### src/rtl/cam_pkg.sv
// Shared types and default geometry for the OV7670 frame-capture sequencer.
package cam_pkg;

    // Default frame geometry: QQVGA, one framebuffer word per written pixel
    localparam int H_PX_DEFAULT = 160;
    localparam int V_LN_DEFAULT = 120;
    localparam int FRAME_PX     = H_PX_DEFAULT * V_LN_DEFAULT;

    // Capture sequencer states
    typedef enum logic [1:0] {
        IDLE    = 2'd0,
        ARM     = 2'd1,
        CAPTURE = 2'd2,
        CLOSE   = 2'd3
    } cap_state_t;

endpackage

### src/rtl/cam_capture_ctrl_edge_det.sv
// Registered edge detector: keeps the previous sample of a pclk-synchronous
// input and flags its rising and falling edges combinationally.
module edge_det #(
    parameter logic RST_VAL = 1'b0
) (
    input  logic clk,
    input  logic rst,
    input  logic d,
    output logic rise,
    output logic fall
);

    logic q;

    // Previous-cycle sample; reset value chosen so reset does not fake an edge
    always_ff @(posedge clk or negedge rst) begin
        if (!rst) begin
            q <= RST_VAL;
        end else begin
            q <= d;
        end
    end

    assign rise = ~q & d;
    assign fall = q & ~d;

endmodule

### src/rtl/cam_capture_ctrl.sv
// Frame-capture sequencer: arms cam_read on request, opens it only on a
// clean VSYNC falling edge, counts pixels and lines of the frame and reports
// each closed frame as done (exact geometry) or erroneous.
module cam_capture_ctrl
    import cam_pkg::*;
#(
    parameter int H_PX    = H_PX_DEFAULT,
    parameter int V_LN    = V_LN_DEFAULT,
    parameter int AW      = 15,
    parameter int TIMEOUT = 2000000
) (
    input  logic          pclk,
    input  logic          rst,
    input  logic          start,
    input  logic          stop,
    input  logic          mode_cont,
    input  logic          vsync,
    input  logic          href,
    input  logic          px_wr,
    output logic          cap_en,
    output logic          cap_clr,
    output logic          busy,
    output logic          frame_done,
    output logic          frame_err,
    output logic [AW:0]   px_cnt,
    output logic [7:0]    line_cnt,
    output logic [7:0]    frame_cnt
);

    localparam int          TW        = (TIMEOUT > 2) ? $clog2(TIMEOUT) : 1;
    localparam logic [TW-1:0] TO_LAST = TW'(TIMEOUT - 1);
    localparam logic [AW:0] PX_TARGET = (AW + 1)'(H_PX * V_LN);
    localparam logic [7:0]  LN_TARGET = 8'(V_LN);

    cap_state_t    state;
    logic          cont;
    logic          to_err;
    logic [TW-1:0] to_cnt;
    logic          vs_rise;
    logic          vs_fall;
    logic          hr_fall;

    // VSYNC idles high (blanking), so its history resets high
    edge_det #(.RST_VAL(1'b1)) u_vsync_edge (
        .clk  (pclk),
        .rst  (rst),
        .d    (vsync),
        .rise (vs_rise),
        .fall (vs_fall)
    );

    // Only the end of each HREF pulse matters for line counting
    edge_det #(.RST_VAL(1'b0)) u_href_edge (
        .clk  (pclk),
        .rst  (rst),
        .d    (href),
        .rise (),
        .fall (hr_fall)
    );

    // Sequencer, counters and timeout with every output registered
    always_ff @(posedge pclk or negedge rst) begin
        if (!rst) begin
            state      <= IDLE;
            cont       <= 1'b0;
            to_err     <= 1'b0;
            to_cnt     <= '0;
            cap_en     <= 1'b0;
            cap_clr    <= 1'b0;
            busy       <= 1'b0;
            frame_done <= 1'b0;
            frame_err  <= 1'b0;
            px_cnt     <= '0;
            line_cnt   <= '0;
            frame_cnt  <= '0;
        end else begin
            cap_clr    <= 1'b0;
            frame_done <= 1'b0;
            frame_err  <= 1'b0;
            case (state)
                IDLE: begin
                    if (start && !stop) begin
                        state   <= ARM;
                        cont    <= mode_cont;
                        cap_clr <= 1'b1;
                        busy    <= 1'b1;
                        to_cnt  <= '0;
                        to_err  <= 1'b0;
                    end
                end
                ARM: begin
                    if (stop) begin
                        state <= IDLE;
                        busy  <= 1'b0;
                    end else if (vs_fall) begin
                        state    <= CAPTURE;
                        cap_en   <= 1'b1;
                        px_cnt   <= '0;
                        line_cnt <= '0;
                    end else if (to_cnt == TO_LAST) begin
                        state  <= CLOSE;
                        to_err <= 1'b1;
                    end else begin
                        to_cnt <= to_cnt + 1'b1;
                    end
                end
                CAPTURE: begin
                    if (px_wr && (px_cnt != '1)) begin
                        px_cnt <= px_cnt + 1'b1;
                    end
                    if (hr_fall && (line_cnt != 8'hFF)) begin
                        line_cnt <= line_cnt + 8'd1;
                    end
                    // A stop lets the running frame finish but prevents re-arming
                    if (stop) begin
                        cont <= 1'b0;
                    end
                    if (vs_rise) begin
                        state  <= CLOSE;
                        cap_en <= 1'b0;
                    end
                end
                CLOSE: begin
                    if (!to_err && (px_cnt == PX_TARGET) && (line_cnt == LN_TARGET)) begin
                        frame_done <= 1'b1;
                    end else begin
                        frame_err <= 1'b1;
                    end
                    frame_cnt <= frame_cnt + 8'd1;
                    to_err    <= 1'b0;
                    to_cnt    <= '0;
                    if (cont) begin
                        state   <= ARM;
                        cap_clr <= 1'b1;
                    end else begin
                        state <= IDLE;
                        busy  <= 1'b0;
                    end
                end
                default: begin
                    state <= IDLE;
                end
            endcase
        end
    end

endmodule

### config.mk
export PLATFORM = sky130hd
export DESIGN_NAME = cam_capture_ctrl
export DESIGN_NICKNAME = d
export VERILOG_FILES = /design/src/rtl/cam_pkg.sv /design/src/rtl/cam_capture_ctrl_edge_det.sv /design/src/rtl/cam_capture_ctrl.sv
export SDC_FILE = /design/constraint.sdc
export NUM_CORES = 1
export LEC_CHECK = 0
export CAP_MARGIN = 0
export CORE_MARGIN = 4
export CORE_UTILIZATION = 60
export CTS_CLUSTER_DIAMETER = 100
export DETAILED_ROUTE_END_ITERATION = 6
export DONT_BUFFER_PORTS = 1
export PLACE_DENSITY = 0.74
export SETUP_SLACK_MARGIN = 0.02
export SLEW_MARGIN = 10
export SYNTH_ARGS = -nofsm -noshare
export SYNTH_HDL_FRONTEND = slang
export SYNTH_HIERARCHICAL = 1
export SYNTH_SLANG_ARGS = --single-unit
### constraint.sdc
create_clock -name pclk -period 2.8 [get_ports pclk]
set_clock_uncertainty 0.05 [all_clocks]
set_input_delay 0.28 -clock pclk [delete_from_list [all_inputs] [get_ports pclk]]
set_output_delay 0.28 -clock pclk [all_outputs]
set_load 0.01 [all_outputs]
==> summary.txt, run 1 <==
Run status
  • Outcome: completed

Clock tree
  • CTS root buffer: clkbuf_8
  • Clk Latency, worst-skew pair: 0.34 ns
  • Cts bufs inserted: 9
  • Post-CTS Setup Repair Bufs: 0
  • CTS clk-pin slew, worst paths: 0.07 ns
  • Worst-case clock buffer depth: 2
  • Clk sink count: 64
  • H-tree levels: 3
  • CTS tree: done

Setup path
  • Worst r2r src: state[0]
  • Worst EP required: 3.02 ns
  • Crit. End Element: flip-flop
  • WP data arrival: 2.81 ns
  • Startpoint types: flip-flop
  • Worst R2R End: to_cnt[11]
  • Reg2Reg Depth: 7
  • Reg2Reg Setup Slack: 0.21 ns
  • Kind of critical path: reg2reg
  • Worst-path fanout max: 10

Drt
  • Vias per cell: 6.39
  • Drt pass-1 iters: 4
  • Post-DRT Antenna Nets: 0
  • Post-Route WL: 8790 um
  • Drt initial violations: 218
  • DR WL/cell: 17.9 um
  • Vias: 3142
  • DRC errors left: 0

Timing
  • Slew Limit Fails: 0
  • Slew margin rel.: 0.605
  • Final hold violations: 0
  • Final setup margin: 0.207 ns
  • Fin crit share: 0.926
  • Tightest Pin Transition: 0.588 ns
  • RSZ-0062 raised after global routing: no
  • Final setup fails: 0
  • Period minus WS final: 2.59 ns
  • Fmax: 386 MHz
  • TNS Setup: 0 ns

Pwr
  • Final Total Pwr: 3.09 mW
  • Internal power: 1.88 mW
  • Switching pwr: 1.21 mW
  • Pwr dens: 745 mW/mm^2
  • Clock power frac: 0.251
  • Switch share: 0.392
  • Pleak: 1.70 nW
  • Reg power frac: 0.448
  • Comb pwr share: 0.300
  • Peak supply drop: 467 uV

Layout
  • Core Util, Final: 0.693
  • Antenna fix cells: 0
  • Final net count: 431
  • Layout cell share with drive strength beyond 1: 0.129
  • Area Growth Syn to Fin: 10.3%

Global route
  • Largest net degree at the start of global routing: 65
  • Global-route wire length before repair: 14700 um
  • Grt total ovfl: 0
  • Overall routing resource usage: 0.243
  • Initial antenna violation count: 0
  • Vias in the first global route: 2946

Hold path
  • Hold worst-path end: cap_clr
  • Hold depth: 2
  • Hold Path Origin: start
  • Hold Crit Class: in2reg

Flow run
  • Max-Cap Viols: 0

Placement
  • DP Wirelength: 6120 um
  • I/O Buffers: 0
  • Place WS: 0.255 ns
  • Routability congestion estimate: 0.876

Floorplan
  • Core area: 0.00599 mm^2
  • Chip width: 87.2 um
  • I/O pin count: 45
  • Die footprint: 0.00761 mm^2
  • Die Height: 87.2 um
  • Core Rows: 28
  • Starting Density: 0.629

Yosys
  • Post-Syn Instances: 395
  • Mapped Area: 0.00377 mm^2
  • Syn avg cell area: 9.53 um^2
  • Yosys warns: 6
  • Net Count, Synth: 414
[state kept, by name, indices dropped and copies added (netlist names), named ones only]
name,flops
to_cnt,21
px_cnt,16
frame_cnt,8
line_cnt,8
busy,1
cap_clr,1
cap_en,1
cont,1
frame_done,1
frame_err,1
state,1
to_err,1
u_href_edge/q,1
u_vsync_edge/q,1
[repair_timing]
action                    in CTS  in global routing
gates resized for setup        0                  0
hold endpoints to repair      66                  0
hold buffers                   4                  0
[placed cells by master, fill, tap and decap left out, drive strengths merged, types with 7 or more instances in the layout]
cell type,count
and3,9
xnor2,17
nor2,32
nand2,40
buf,15
or3,9
nor3,9
nor4b,7
a21oi,22
o21ai,16
nand4,8
nand3,31
dfrtp,63
inv,10
clkbuf,10
ha,11
[critical path, cell delays in order (launching register included)]
cell      delay [ns]
dfrtp_1         0.44
inv_1           0.12
ha_1            0.33
nor3b_1         0.48
a211oi_1        0.15
a211o_1         0.34
or3_2           0.47
a21oi_1         0.14
[layer usage]
metal | part of all wire | up-vias | routed length [um] | global-route usage
li1 | - | 1509 | - | -
met2 | 0.44 | 105 | 3870 | 0.355
met1 | 0.46 | 1508 | 4070 | 0.358
met4 | 0.019 | 0 | 168 | 0.0865
met3 | 0.078 | 20 | 685 | 0.0511
met5 | 0 | - | 0 | 0
[layout make-up]
type,instances,area [um^2]
Timing Repair Buffer,18,163
Clock inverter,6,60.1
Tap cell,75,93.8
Sequential cell,64,1600
Clock buffer,10,128
Multi-Input combinational cell,309,2070
Fill cell,463,1840
Inverter,10,37.5
[worst max-delay path by stage]
| stage | endpoint | depth (start not counted) | from | slack (ns) |
|---|---|---|---|---|
| 3_3_place_gp | to_cnt[11] | 7 | state[0] | 0.41 |
| 3_5_place_dp | px_cnt[14] | 8 | flip-flop | 0.26 |
| 5_1_grt | to_cnt[11] | 7 | state[0] | 0.06 |
| 4_1_cts | px_cnt[14] | 8 | flip-flop | 0.23 |
| 2_1_floorplan | to_cnt[11] | 8 | state[0] | 0.50 |
| 6_report | to_cnt[11] | 7 | state[0] | 0.21 |
[per-stage QoR]
step                      hold slack (ns)  instances  cell area (um^2)
after floorplan                   -0.0656        395              3770
after global placement            -0.0641        472              3910
after detailed placement          -0.0640        472              3910
after CTS                          0.0629        492              4150
after global routing               0.0671        492              4150
final                              0.0704        492              4150
[power by group through the flow]
stage / Sequential [mW] / Combinational, mW / Clock [mW]
after global routing: 1.41 / 1.03 / 0.832
after floorplan: 1.34 / 0.676 / 0
after CTS: 1.38 / 0.922 / 0.789
after global placement: 1.39 / 0.859 / 0
after detailed placement: 1.40 / 0.884 / 0
final: 1.39 / 0.928 / 0.777
(Power assumes the default switching activity.)
==> run 2, diff against run 1 <==
CAP_MARGIN = 25   (was 0)
==> results of run 2 <==
No change in the layout: final DEF, timing and power equal those of run 1.
==> run 3, diff against run 2 <==
MAX_ROUTING_LAYER = met4   (was default)
PLACE_DENSITY = 0.8   (was 0.74)
==> summary.txt, run 3 (same netlist as run 1, synthesis figures left out) <==
Drt
  • Drt initial violations: 254 (+17%)
  • Post-DRT Antenna Nets: 0 (unchanged)
  • Vias per cell: 6.61 (+3.4%)
  • Vias: 3230 (+2.8%)
  • Post-Route WL: 9100 um (+3.5%)
  • DR WL/cell: 18.6 um (+4.2%)
  • DRC errors left: 0 (unchanged)
  • Drt pass-1 iters: 5 (+1)

Floorplan
  • Core area: 0.00599 mm^2 (unchanged)
  • Die Height: 87.2 um (unchanged)
  • Core Rows: 28 (unchanged)
  • Chip width: 87.2 um (unchanged)
  • Starting Density: 0.629 (unchanged)
  • I/O pin count: 45 (unchanged)
  • Die footprint: 0.00761 mm^2 (unchanged)

Timing
  • Slew Limit Fails: 0 (unchanged)
  • Final setup fails: 0 (unchanged)
  • RSZ-0062 raised after global routing: no
  • Final setup margin: 0.261 ns (+0.0540 ns)
  • Fin crit share: 0.907 (-0.0193)
  • Tightest Pin Transition: 0.525 ns (-0.0623 ns)
  • Fmax: 394 MHz (+2.1%)
  • Period minus WS final: 2.54 ns (-0.0540 ns)
  • TNS Setup: 0 ns (unchanged)
  • Slew margin rel.: 0.647 (+0.0419)
  • Final hold violations: 0 (unchanged)

Layout
  • Post-route cell area: 0.00416 mm^2 (about the same)
  • Area Growth Syn to Fin: 10.4% (about the same)
  • Antenna fix cells: 0 (unchanged)
  • Commonest cells after routing, fill and taps aside: dfrtp_1 (63), nand2_1 (40), nor2_1 (32), nand3_1 (31), a21oi_1 (21)
  • Top flop regs: to_cnt: 21 flops, px_cnt: 16 flops
  • Most flop-heavy register: to_cnt
  • Max FFs per register: 21 (unchanged)
  • Commonest non-fill, non-tap cell in the layout: dfrtp_1
  • Layout cell share with drive strength beyond 1: 0.123 (-0.00631)
  • Final net count: 429 (-0.46%)
  • Fill count: 419 (-9.5%)

Placement
  • Routability congestion estimate: 0.966 (+10%)
  • Place WS: 0.303 ns (+0.0481 ns)
  • I/O Buffers: 0 (unchanged)
  • DP Wirelength: 6220 um (+1.5%)
  • DP Area: 0.00389 mm^2 (-0.38%)

Global route
  • Global-route wire length before repair: 15200 um (+3.7%)
  • Vias in the first global route: 3019 (+2.5%)
  • Grt total ovfl: 0 (unchanged)
  • Initial antenna violation count: 0 (unchanged)
  • Overall routing resource usage: 0.263 (+0.0192)
  • Largest net degree at the start of global routing: 65 (unchanged)

Setup path
  • Crit. End Element: flip-flop
  • Setup crit end: to_cnt[11]
  • Startpoint types: flip-flop
  • Worst EP required: 3.03 ns (about the same)
  • Reg2Reg Depth: 7 (unchanged)
  • WP data arrival: 2.77 ns (-0.04 ns)
  • Worst R2R End: to_cnt[11]
  • Worst r2r src: state[0]
  • Kind of critical path: reg2reg
  • Worst-path fanout max: 10 (unchanged)
  • CP max stage cell: or3_2
  • Reg2Reg Setup Slack: 0.26 ns (+0.05 ns)
  • CP max stage delay: 0.46 ns (-0.02 ns)
  • Crit path from: state[0]
  • Cell chain of the critical path: inv_1 -> ha_1 -> nor3b_1 -> a211oi_1 -> a211o_1 -> or3_2 -> a21oi_1

Clock tree
  • H-tree levels: 3 (unchanged)
  • Clk Latency, worst-skew pair: 0.35 ns (about the same)
  • Worst-case clock buffer depth: 2 (unchanged)
  • Post-CTS Resized: 0 (unchanged)
  • CTS clk-pin slew, worst paths: 0.07 ns (about the same)
  • Clk sink count: 64 (unchanged)
  • Cts bufs inserted: 9 (unchanged)
  • CTS tree: done
  • CTS root buffer: clkbuf_8

Pwr
  • Peak supply drop: 469 uV (+0.35%)
  • Pwr dens: 763 mW/mm^2 (+2.5%)
  • Pleak: 1.70 nW (-0.10%)

Flow run
  • Max-Cap Viols: 0 (unchanged)

Hold path
  • Hold Crit Class: in2reg
  • Hold Path Origin: mode_cont

Run status
  • Outcome: completed
[run 3: changes by cell type in the layout (fill, tap and decap cells not counted), sizes merged]
cell	delta
clkbuf	+3
clkinv	-3
buf	-2
clkinvlp	-1
[run 3: timing repair]
action | CTS | global route
setup buffers | 0 | 0
endpoints found under the hold margin | 66 | 0
hold buffers | 4 | 0
[run 3: worst min path at each step]
stage | end | slack, ns | depth (start not counted)
global placement | frame_cnt[2] | -0.06 | 0
floorplan | asynchronous set/reset pin | -0.07 | 0
finish | cont | 0.05 | 2
global route | cap_clr | 0.07 | 2
CTS | cont | 0.05 | 2
detailed placement | frame_cnt[3] | -0.06 | 0
[run 3: layer usage]
metal / track usage / share of wire / vias up
li1: - / - / 1509
met1: 0.368 / 0.45 / 1552
met2: 0.360 / 0.45 / 142
met3: 0.0568 / 0.071 / 27
met4: 0.127 / 0.031 / 0
met5: - / 0 / -
[run 3: power breakdown]
group | internal, mW | leakage, nW | total (mW) | switching, mW
clock | 0.480 | 0.102 | 0.837 | 0.358
sequential | 1.09 | 0.851 | 1.38 | 0.290
combinational | 0.386 | 0.747 | 0.950 | 0.564
total | 1.96 | 1.70 | 3.17 | 1.21
[run 3: per-stage QoR]
step,util,hold slack [ns],std cells,total power [mW]
2_1_floorplan,-,-0.0656,395,2.01
3_3_place_gp,0.650,-0.0642,470,2.25
3_5_place_dp,0.650,-0.0641,470,2.30
4_1_cts,0.694,0.0471,489,3.16
5_1_grt,0.694,0.0663,489,3.37
6_report,0.694,0.0526,489,3.17
[run 3: worst max-delay path, delay by kind of cell, from the launching register on]
family,cells,cell delay [ns]
adders and majority gates,1,0.35
buffers and inverters,1,0.12
and+or+nand+nor,2,0.91
AOI/OAI and AO/OA,3,0.60
DFF,1,0.43
[run 3: layout make-up]
type	count	area, um^2	share of cell area
tap	75	93.8	0.0226
clock inverter	2	37.5	0.00903
inverter	10	37.5	0.00903
timing repair buffer	16	148	0.0355
multi-input combinational	309	2070	0.498
sequential	64	1600	0.386
clock buffer	13	169	0.0406
